[src/rtl/riscv_v_redand_collect.sv]
// Result-side collector for multi-beat vredand: AND-folds the top element of each
// beat into a seed taken from vs1[0], then hands the final element to writeback.
module riscv_v_redand_collect #(
  parameter int NUM_BYTES  = 16,
  parameter int BYTE_WIDTH = 8
) (
  input  logic                            clk,
  input  logic                            rst,
  input  logic                            start,
  input  logic [1:0]                      osize,
  input  logic [2:0]                      num_beats_m1,
  input  logic [63:0]                     scalar_init,
  input  logic                            chunk_valid,
  input  logic [NUM_BYTES*BYTE_WIDTH-1:0] chunk_result,
  output logic                            chunk_ready,
  output logic                            wb_valid,
  output logic [63:0]                     wb_data,
  input  logic                            wb_ready,
  output logic                            busy
);

  localparam int DW = NUM_BYTES * BYTE_WIDTH;

  typedef enum logic [1:0] {
    S_IDLE    = 2'd0,
    S_COLLECT = 2'd1,
    S_WB      = 2'd2
  } state_t;

  function automatic logic [63:0] elem_mask(input logic [1:0] os);
    logic [63:0] m;
    case (os)
      2'd0:    m = 64'h0000_0000_0000_00FF;
      2'd1:    m = 64'h0000_0000_0000_FFFF;
      2'd2:    m = 64'h0000_0000_FFFF_FFFF;
      2'd3:    m = 64'hFFFF_FFFF_FFFF_FFFF;
      default: m = 64'h0000_0000_0000_0000;
    endcase
    return m;
  endfunction

  // The reduced element lives in the most-significant bytes of the beat.
  function automatic logic [63:0] top_elem(input logic [DW-1:0] data, input logic [1:0] os);
    logic [DW-1:0] sh;
    int            shamt;
    shamt = DW - (BYTE_WIDTH << int'(os));
    sh    = data >> shamt;
    return sh[63:0] & elem_mask(os);
  endfunction

  state_t      r_state;
  state_t      w_state_nxt;
  logic [1:0]  r_osize;
  logic [2:0]  r_nbm1;
  logic [2:0]  r_cnt;
  logic [2:0]  w_cnt_nxt;
  logic [63:0] r_acc;
  logic [63:0] w_acc_nxt;
  logic [63:0] w_elem;
  logic        r_chunk_ready;
  logic        r_wb_valid;
  logic        r_busy;
  logic [63:0] r_wb_data;

  assign w_elem = top_elem(chunk_result, r_osize);

  // Next-state, accumulator and beat-counter update.
  always_comb begin
    w_state_nxt = r_state;
    w_acc_nxt   = r_acc;
    w_cnt_nxt   = r_cnt;
    case (r_state)
      S_IDLE: begin
        if (start) begin
          w_state_nxt = S_COLLECT;
          w_acc_nxt   = scalar_init & elem_mask(osize);
          w_cnt_nxt   = 3'd0;
        end else begin
          w_state_nxt = S_IDLE;
        end
      end
      S_COLLECT: begin
        if (chunk_valid) begin
          w_acc_nxt = r_acc & w_elem;
          if (r_cnt == r_nbm1) begin
            w_state_nxt = S_WB;
          end else begin
            w_cnt_nxt = r_cnt + 3'd1;
          end
        end else begin
          w_state_nxt = S_COLLECT;
        end
      end
      S_WB: begin
        if (wb_ready) begin
          w_state_nxt = S_IDLE;
        end else begin
          w_state_nxt = S_WB;
        end
      end
      default: begin
        w_state_nxt = S_IDLE;
        w_acc_nxt   = 64'd0;
        w_cnt_nxt   = 3'd0;
      end
    endcase
  end

  // State and datapath registers; outputs are registered from the next state.
  always_ff @(posedge clk) begin
    if (rst) begin
      r_state       <= S_IDLE;
      r_osize       <= 2'd0;
      r_nbm1        <= 3'd0;
      r_cnt         <= 3'd0;
      r_acc         <= 64'd0;
      r_chunk_ready <= 1'b0;
      r_wb_valid    <= 1'b0;
      r_busy        <= 1'b0;
      r_wb_data     <= 64'd0;
    end else begin
      r_state <= w_state_nxt;
      r_cnt   <= w_cnt_nxt;
      r_acc   <= w_acc_nxt;
      if ((r_state == S_IDLE) && start) begin
        r_osize <= osize;
        r_nbm1  <= num_beats_m1;
      end
      r_chunk_ready <= (w_state_nxt == S_COLLECT);
      r_wb_valid    <= (w_state_nxt == S_WB);
      r_busy        <= (w_state_nxt != S_IDLE);
      r_wb_data     <= (w_state_nxt == S_WB) ? w_acc_nxt : 64'd0;
    end
  end

  assign chunk_ready = r_chunk_ready;
  assign wb_valid    = r_wb_valid;
  assign wb_data     = r_wb_data;
  assign busy        = r_busy;

endmodule

[config.mk]
export PLATFORM = sky130hd
export DESIGN_NAME = riscv_v_redand_collect
export DESIGN_NICKNAME = d
export VERILOG_FILES = /design/src/rtl/riscv_v_redand_collect.sv
export SDC_FILE = /design/constraint.sdc
export NUM_CORES = 1
export LEC_CHECK = 0
export CORE_ASPECT_RATIO = 1.2
export CORE_MARGIN = 4
export CORE_UTILIZATION = 35
export CTS_CLUSTER_SIZE = 14
export DETAILED_ROUTE_END_ITERATION = 7
export GPL_TIMING_DRIVEN = 0
export PLACE_DENSITY = 0.73
export SETUP_SLACK_MARGIN = 0.4
export SLEW_MARGIN = 20
export SYNTH_ARGS = -nofsm -noshare
export SYNTH_HDL_FRONTEND = slang
export SYNTH_SLANG_ARGS = --single-unit
[constraint.sdc]
create_clock -name clk -period 3.2 [get_ports clk]
set_input_delay 0.32 -clock clk [delete_from_list [all_inputs] [get_ports clk]]
set_output_delay 0.32 -clock clk [all_outputs]
set_load 0.02 [all_outputs]
# ---- Word-level counts from Yosys, hierarchy flattened
# Cells that the tools add are included.
dict set report op_classes {
  n_addsub 2
  n_eq_ne 14
  shift 2
  mux 16
  n_bitwise 5
  n_reduce_logical 7
}
# cell n
set op_table {}
lappend op_table {{64-bit one-hot mux with 4 select lines} 2}
lappend op_table {{64-bit 2-to-1 mux} 4}
lappend op_table {{64-bit bitwise AND} 3}
lappend op_table {{64-bit one-hot mux with 3 select lines} 1}
lappend op_table {{128-bit by 32-bit right shift with 64-bit output} 1}
lappend op_table {{4-bit by 2-bit left shift with 32-bit output (first input constant)} 1}
lappend op_table {{9-bit by 32-bit subtractor with 32-bit output (first input constant)} 1}
lappend op_table {{2-bit == test (second input constant)} 6}
lappend op_table {{3-bit 2-to-1 mux} 3}
lappend op_table {{3-bit one-hot mux with 3 select lines} 1}
lappend op_table {{2-bit by 1-bit == test with 1-bit output (second input constant)} 4}
lappend op_table {{2-bit logical NOT} 3}
lappend op_table {{2-bit 2-to-1 mux} 3}
lappend op_table {{2-bit != test (second input constant)} 3}
lappend op_table {{2-bit one-hot mux with 3 select lines} 1}
lappend op_table {{4-bit AND reduction} 1}
lappend op_table {{3-bit by 1-bit adder with 3-bit output (second input constant)} 1}
lappend op_table {{3-bit == test} 1}
lappend op_table {{1-bit NOT} 2}
lappend op_table {{2-bit nonzero test} 1}
lappend op_table {{2-bit OR reduction} 1}
lappend op_table {{1-bit logical AND} 1}
lappend op_table {{1-bit 2-to-1 mux} 1}
dict set report totals {
  register_bits 141
  in_bits 202
  out_inout_bits 67
  word_cells 55
}

# ---- Logic depth before layout (Yosys ltp)
# Gate-level depths: netlist of the first run.
dict set report logic_depth {
  depth_word 7
  mapped_depth 11
  ltp_nobuf 7
}

# ---- Worst setup path after synthesis of the first run
# Ideal clock, no wire load.
dict set report synth_timing {
  path_type {reg2reg}
  from {register r_osize[1]}
  to {register r_acc[24]}
  setup_ns 0.074
  t_arrival_ns 2.579
  required_time_ns 3.126
  setup_slack_ns 0.547
  stages_incl_launch_ff 12
  path_buffers 5
  synth_period_minus_slack_ns 2.653
  cell_sequence {dfxtp_1 > buf_2 > clkbuf_1 > clkbuf_1 > nand2b_1 > ha_1 > clkbuf_1 > nor2b_1 > clkbuf_1 > a31oi_1 > or3b_2 > a31oi_1}
}
dict set report synth_via {
  elab_chain_cells 7
}
# element line
set synth_rtl {}
lappend synth_rtl {{start, declared} 53} ;# logic [1:0] r_osize;
lappend synth_rtl {{start signal, assigned} 126} ;# r_osize <= osize;
lappend synth_rtl {{4-bit by 2-bit left shift with 32-bit output} 46} ;# shamt = DW - (BYTE_WIDTH << int'(os));
lappend synth_rtl {{9-bit by 32-bit subtractor with 32-bit output} 46}
lappend synth_rtl {{128-bit by 32-bit right shift with 64-bit output} 47} ;# sh = data >> shamt;
lappend synth_rtl {{64-bit bitwise AND (*)} 48} ;# return sh[63:0] & elem_mask(os);
lappend synth_rtl {{64-bit bitwise AND (*)} 84} ;# w_acc_nxt = r_acc & w_elem;
lappend synth_rtl {{64-bit 2-to-1 mux (*)} 83} ;# if (chunk_valid) begin
lappend synth_rtl {{64-bit one-hot mux with 3 select lines (*)} 72} ;# case (r_state)
lappend synth_rtl {{end signal, assigned} 124} ;# r_acc <= w_acc_nxt;
lappend synth_rtl {{end, declared} 57} ;# logic [63:0] r_acc;
# Mark *: on every way between the ends. The rest lies on a longest branch, timed or not. The select of a mux whose other input is x is not followed.
# A chain may end at the register's enable or synchronous reset.

# ---- Worst setup path after layout of the first run
# Same ends and word-level chain as after synthesis.

==> results of run 1 <==
==> path summary, 6_finish.rpt <==
| kind | start | endpoint | slack, ns | depth (start not counted) |
|---|---|---|---|---|
| max reg2reg | r_osize[1]$_SDFFE_PP0P_ | r_acc[24]$_SDFF_PP0_ | 0.52 | 11 |
| min | num_beats_m1[1] | r_nbm1[1]$_SDFFE_PP0P_ | 0.46 | 3 |
| max | r_osize[1]$_SDFFE_PP0P_ | r_acc[24]$_SDFF_PP0_ | 0.52 | 11 |
| min reg2reg | r_nbm1[2]$_SDFFE_PP0P_ | r_nbm1[2]$_SDFFE_PP0P_ | 0.46 | 2 |
==> repair_timing <==
item / 4_1_cts / 5_1_grt
endpoints found under the setup margin: 35 / 23
resized for setup: 11 / 7
hold buffers: 0 / 0
buffers inserted: 0 / 0
endpoints found under the hold margin: 0 / 0
==> cell usage in the layout, fill, tap and decap left out, drive strengths merged, types with 22 or more instances in the layout <==
cell	count
o21ai	23
and2	42
buf	33
dfxtp	141
inv	28
nor2	32
clkbuf	47
nor2b	46
a22oi	34
a21oi	31
nand2	28
mux2	22
clkdlybuf4s50	204
o22ai	33
==> cells by family (layout without fill, tap and decap cells) <==
group	count (synthesis)	after routing	share of synthesized area
buffers and inverters	87	321	0.0638
DFF	141	141	0.460
muxes	30	30	0.0575
and+or+nand+nor	211	211	0.196
adders and majority gates	2	2	0.00408
xor gates and xnor gates	3	3	0.00428
AOI/OAI and AO/OA	193	193	0.215
==> per-stage QoR <==
stage / setup WS [ns] / instances / cell area [µm²] / total power, W / util
6_report: 0.518 / 1117 / 9080 / 0.00465 / 0.533
5_1_grt: 0.409 / 1117 / 9080 / 0.00482 / 0.533
4_1_cts: 0.410 / 1117 / 9070 / 0.00467 / 0.532
3_5_place_dp: -0.0998 / 1087 / 8450 / 0.00265 / 0.496
3_3_place_gp: -0.104 / 1087 / 8450 / 0.00264 / 0.496
2_1_floorplan: 0.547 / 667 / 6130 / 0.00228 / -
==> flip-flops by register name, summed over array words and instances (netlist names) <==
name and count:
r_acc 64, wb_data 64, r_cnt 3, r_nbm1 3
r_osize 2, r_state 2, busy 1, chunk_ready 1
wb_valid 1
==> layer usage <==
metal	global-route usage	vias to the layer above
met5	0	-
met4	0.0835	0
met3	0.0810	39
met2	0.366	243
met1	0.274	2826
li1	-	2837
==> power groups by stage <==
stage | clock network [W] | logic, W | registers [W]
after floorplan | 0 | 0.000403 | 0.00188
after global placement | 0 | 0.000771 | 0.00187
after detailed placement | 0 | 0.000776 | 0.00187
after CTS | 0.00205 | 0.000788 | 0.00183
after global routing | 0.00213 | 0.000857 | 0.00184
final | 0.00202 | 0.000799 | 0.00183
==> worst max-delay path, stage by stage (launching register included) <==
cell      delay [ns]
dfxtp_1         0.31
buf_4           0.17
clkbuf_4        0.19
clkbuf_4        0.20
nand2b_1        0.15
ha_1            0.26
clkbuf_2        0.19
nor2b_1         0.16
buf_4           0.16
a31oi_1         0.12
or3b_2          0.50
a31oi_1         0.18
==> cell type report <==
type,instances,area share
Clock inverter,10,0.0154
Timing Repair Buffer,204,0.225
Sequential cell,141,0.311
Tap cell,216,0.0298
Multi-Input combinational cell,439,0.322
Buffer,60,0.0354
Inverter,27,0.0112
Clock buffer,20,0.0503
==> flow_metrics.py, run 1 <==
metrics = {
    "grt": {
        "grt_pass1_wl_um": 34200,
        "grt_usage": 0.226,
        "antenna_found_initial": 0,
        "grt_pass1_vias": 6111,
        "overflow": 0,
        "grt_max_degree": 17,
    },
    "timing": {
        "rsz0062_at_grt": "false",
        "timing.clock.skew_ns": 0.00760,
        "tns_ns": 0,
        "post-route-period-util": 0.838,
        "fmax_mhz": 373,
        "period_needed_ns": 2.68,
        "hold_ws_ns": 0.465,
        "hold_viol_final": 0,
        "slew_headroom": 0.616,
        "setup_viol": 0,
        "worst_pin_slew_ns": 0.573,
        "drv_slew": 0,
    },
    "worst_setup_path": {
        "crit_type": "flip-flop to flip-flop",
        "cp_data_arrival_time_ns": 3.02,
        "crit_fanout": 10,
        "crit_path_end_kind": "flip-flop",
        "start_kind": "flip-flop",
        "required_ns": 3.54,
    },
    "routing": {
        "wire_per_inst_um": 20.1,
        "drt_iter0_markers": 476,
        "drtPass1Iterations": 5,
        "wl_met1_um": 9220,
        "drt-total-wl_um": 22500,
        "met2_length_um": 10700,
        "met3_length_um": 1920,
        "antenna_left": 0,
        "vias": 5945,
        "drc_errors": 0,
        "drt-vias-per-instance": 5.32,
        "routed.top_layer": "met4",
    },
    "power": {
        "clkPwrFrac": 0.434,
        "p_comb_frac": 0.172,
        "powerDensity_mw_per_mm2": 512,
        "p_seq_frac": 0.394,
        "swShare": 0.258,
        "leakagePower_nw": 3.34,
        "p_int_w": 0.00345,
        "ir_drop_uv": 374,
        "power.switching_w": 0.00120,
    },
    "final_layout": {
        "multi_input_area_mm2": 0.00293,
        "seqCellArea_mm2": 0.00282,
        "nets": 1094,
        "fillers": 1616,
        "area_delta_synth_final_pct": 48.1,
        "drive_gt1_frac": 0.108,
        "diodes": 0,
    },
    "clock_tree": {
        "cts_buffers": 17,
        "clk_pin_slew_ns": 0.06,
        "clock_latency_ns": 0.42,
        "clk_path_buf_depth": 2,
        "cts_root_buffer": "clkbuf_16",
        "cts.sinks": 141,
        "cts_tree": "built",
        "htree_levels": 4,
    },
    "outcome": {
        "outcome": "finished, final reports clean",
    },
    "die": {
        "core-area_mm2": 0.0170,
        "fp.dieH_um": 153,
        "initial_core_util": 0.360,
        "boundaryPins": 269,
        "die_area_mm2": 0.0197,
        "num_rows": 52,
        "fp.dieW_um": 129,
    },
    "synth": {
        "yosys.area.top_type_share": 0.460,
        "synth_ff_type": "dfxtp_1",
        "yosys_register_bits": 141,
        "yosysWarnings": 0,
        "synth_common_cells": "dfxtp_1, nor2b_1, and2_1, a22oi_1, o22ai_1",
        "synth_edf_count": 0,
        "synthCells": 667,
        "synth_area_leaders": "dfxtp_1, nor2b_1, and2_1, a22oi_1, mux2_2",
        "post-synth-top-count-cell": "dfxtp_1",
        "synthDistinctLibCells": 45,
        "synth.avg_cell_area_um2": 9.20,
        "synth_nets": 871,
        "netlist_area_mm2": 0.00613,
        "yosysTopAreaCell": "dfxtp_1",
        "ys_async_sr_fraction": 0,
        "ys_seq_area_frac": 0.460,
    },
    "place": {
        "port_buffers": 204,
        "gp_congestion": 0.951,
        "dp.final_hpwl_um": 17300,
    },
    "flow_run": {
        "maxCapViolCount": 0,
    },
    "min_path": {
        "hold_class": "input port to flip-flop",
    },
}
No activity file was read; power rests on OpenSTA's default activity.
==> run 2: changes to the inputs <==
- PLACE_DENSITY: 0.73 -> 0.75
- clock period: 3.2 -> 2.2 ns (I/O delays scaled with it)
==> flow_metrics.py, run 2 (synthesis results as in run 1) <==
metrics = {
    "grt": {
        "grt_max_degree": 17,
        "grt_pass1_wl_um": 34800,
        "overflow": 0,
        "grt_pass1_vias": 6199,
        "antenna_found_initial": 0,
        "grt_usage": 0.230,
    },
    "final_layout": {
        "area_delta_synth_final_pct": 67.2,
        "nets": 1126,
        "drive_gt1_frac": 0.265,
        "layout_commonest_cell": "clkdlybuf4s50_1",
        "diodes": 0,
        "layout_common_cells": "clkdlybuf4s50_1, dfxtp_1, nor2b_1",
        "final_core_util": 0.602,
    },
    "die": {
        "die_area_mm2": 0.0197,
        "initial_core_util": 0.360,
        "core-area_mm2": 0.0170,
        "boundaryPins": 269,
        "fp.dieW_um": 129,
        "num_rows": 52,
        "fp.dieH_um": 153,
    },
    "routing": {
        "vias": 6179,
        "drt-total-wl_um": 24200,
        "antenna_left": 0,
        "drt-vias-per-instance": 5.37,
        "drt_iter0_markers": 435,
        "drc_errors": 0,
        "wire_per_inst_um": 21.0,
        "drtPass1Iterations": 8,
    },
    "timing": {
        "timing.clock.skew_ns": 0.00748,
        "post-route-period-util": 1.02,
        "drv_slew": 0,
        "period_needed_ns": 2.25,
        "hold_viol_final": 0,
        "worst_pin_slew_ns": 0.780,
        "fmax_mhz": 445,
        "rsz0062_at_grt": "true",
        "slew_headroom": 0.480,
        "finalWorstSetupSlack_ns": -0.0466,
        "setup_viol": 6,
        "tns_ns": -0.132,
    },
    "worst_setup_path": {
        "timing.critical_path.mode_cell": "clkbuf_16",
        "crit_buf_inv": 5,
        "cp-startpoint": "r_osize[1]$_SDFFE_PP0P_",
        "cp_data_arrival_time_ns": 2.58,
        "r2r_slack_ns": -0.05,
        "cp_cell_sequence": "buf_6 > clkbuf_16 > clkbuf_16 > nand2b_4 > ha_4 > clkbuf_16 > nor2b_1 > buf_4 > a31oi_4 > or3b_4 > a31oi_1",
        "crit_fanout": 5,
        "cp_top_family": "buffers and inverters",
        "max_stage_delay_ns": 0.41,
        "cp-endpoint": "r_acc[26]$_SDFF_PP0_",
        "required_ns": 2.53,
        "start_kind": "flip-flop",
        "crit_type": "flip-flop to flip-flop",
        "rr_worst_depth": 11,
        "crit_path_end_kind": "flip-flop",
        "r2r_end": "r_acc[26]$_SDFF_PP0_",
        "r2r_start": "r_osize[1]$_SDFFE_PP0P_",
        "cp_num_cells": 11,
        "slowest_stage": "or3b_4",
    },
    "flow_run": {
        "maxCapViolCount": 0,
    },
    "place": {
        "dp.final_hpwl_um": 17200,
        "pre_cts_ws_ns": -0.335,
        "port_buffers": 204,
        "gp_congestion": 0.898,
    },
    "clock_tree": {
        "hold_buffers": 0,
        "cts_buffers": 17,
        "clk_pin_slew_ns": 0.06,
        "cts_tree": "built",
        "cts.sinks": 141,
        "cts_root_buffer": "clkbuf_16",
        "htree_levels": 4,
        "clk_path_buf_depth": 2,
        "clock_latency_ns": 0.42,
    },
    "power": {
        "powerDensity_mw_per_mm2": 705,
        "ir_drop_uv": 490,
        "leakagePower_nw": 3.83,
    },
    "outcome": {
        "violations": "negative setup slack",
        "outcome": "finished, violations left",
    },
    "min_path": {
        "hold_class": "input port to flip-flop",
    },
}
run 2: cell count changes in the layout (fill, tap and decap cells not counted), moves of 13 or more:
| cell | delta |
|---|---|
| a22oi_1 | -13 |
| a22oi_2 | +13 |
| buf_2 | -16 |
| buf_4 | +27 |
| clkbuf_1 | -15 |
| o22ai_1 | -14 |
run 2: layout make-up:
type                            count  area [µm²]
Multi-Input combinational cell    439        3490
Buffer                             60         574
Tap cell                          216         270
Clock buffer                       23         488
Inverter                           27         104
Timing Repair Buffer              236        2360
Sequential cell                   141        2830
Clock inverter                      9         133
Fill cell                        1387        6790
run 2: report_power, final:
part	leakage [nW]	internal, W	switching (W)
combinational	2.38	0.000800	0.000737
sequential	1.15	0.00263	0.0000362
clock	0.300	0.00191	0.00111
run 2: tightest hold or removal path: cells and delay by family:
family          cells  cell delay, ns
simple gates        1            0.05
compound gates      1            0.05
buf+inv             1            0.39
run 2: metal layers:
| layer | global-route usage | routed length [µm] |
|---|---|---|
| met1 | 0.276 | 9320 |
| met2 | 0.382 | 11700 |
| met3 | 0.0827 | 2450 |
| met4 | 0.0715 | 659 |
| met5 | 0 | 0 |
run 2: worst min path at each step:
stage / from / to / slack [ns] / cells after the start
floorplan: num_beats_m1[0] / r_nbm1[0]$_SDFFE_PP0P_ / 0.36 / 2
global placement: r_nbm1[2]$_SDFFE_PP0P_ / r_nbm1[2]$_SDFFE_PP0P_ / 0.46 / 2
detailed placement: r_nbm1[2]$_SDFFE_PP0P_ / r_nbm1[2]$_SDFFE_PP0P_ / 0.47 / 2
CTS: num_beats_m1[0] / r_nbm1[0]$_SDFFE_PP0P_ / 0.33 / 3
global route: num_beats_m1[1] / r_nbm1[1]$_SDFFE_PP0P_ / 0.35 / 3
finish: num_beats_m1[0] / r_nbm1[0]$_SDFFE_PP0P_ / 0.34 / 3
run 2: per-stage QoR:
stage | std cells | hold slack, ns | cell area (µm²) | power, W
after floorplan | 667 | 0.356 | 6240 | 0.00335
after global placement | 1087 | 0.456 | 8560 | 0.00387
after detailed placement | 1087 | 0.466 | 8560 | 0.00388
after CTS | 1137 | 0.331 | 9630 | 0.00705
after global routing | 1151 | 0.353 | 10300 | 0.00744
final | 1151 | 0.339 | 10300 | 0.00723
run 2: repair_timing:
| item | 4_1_cts | 5_1_grt |
|---|---|---|
| endpoints found under the setup margin | 129 | 126 |
| pin swaps | 30 | 58 |
| setup buffers | 17 | 12 |
| resized for setup | 83 | 128 |
| gates cloned | 1 | 2 |
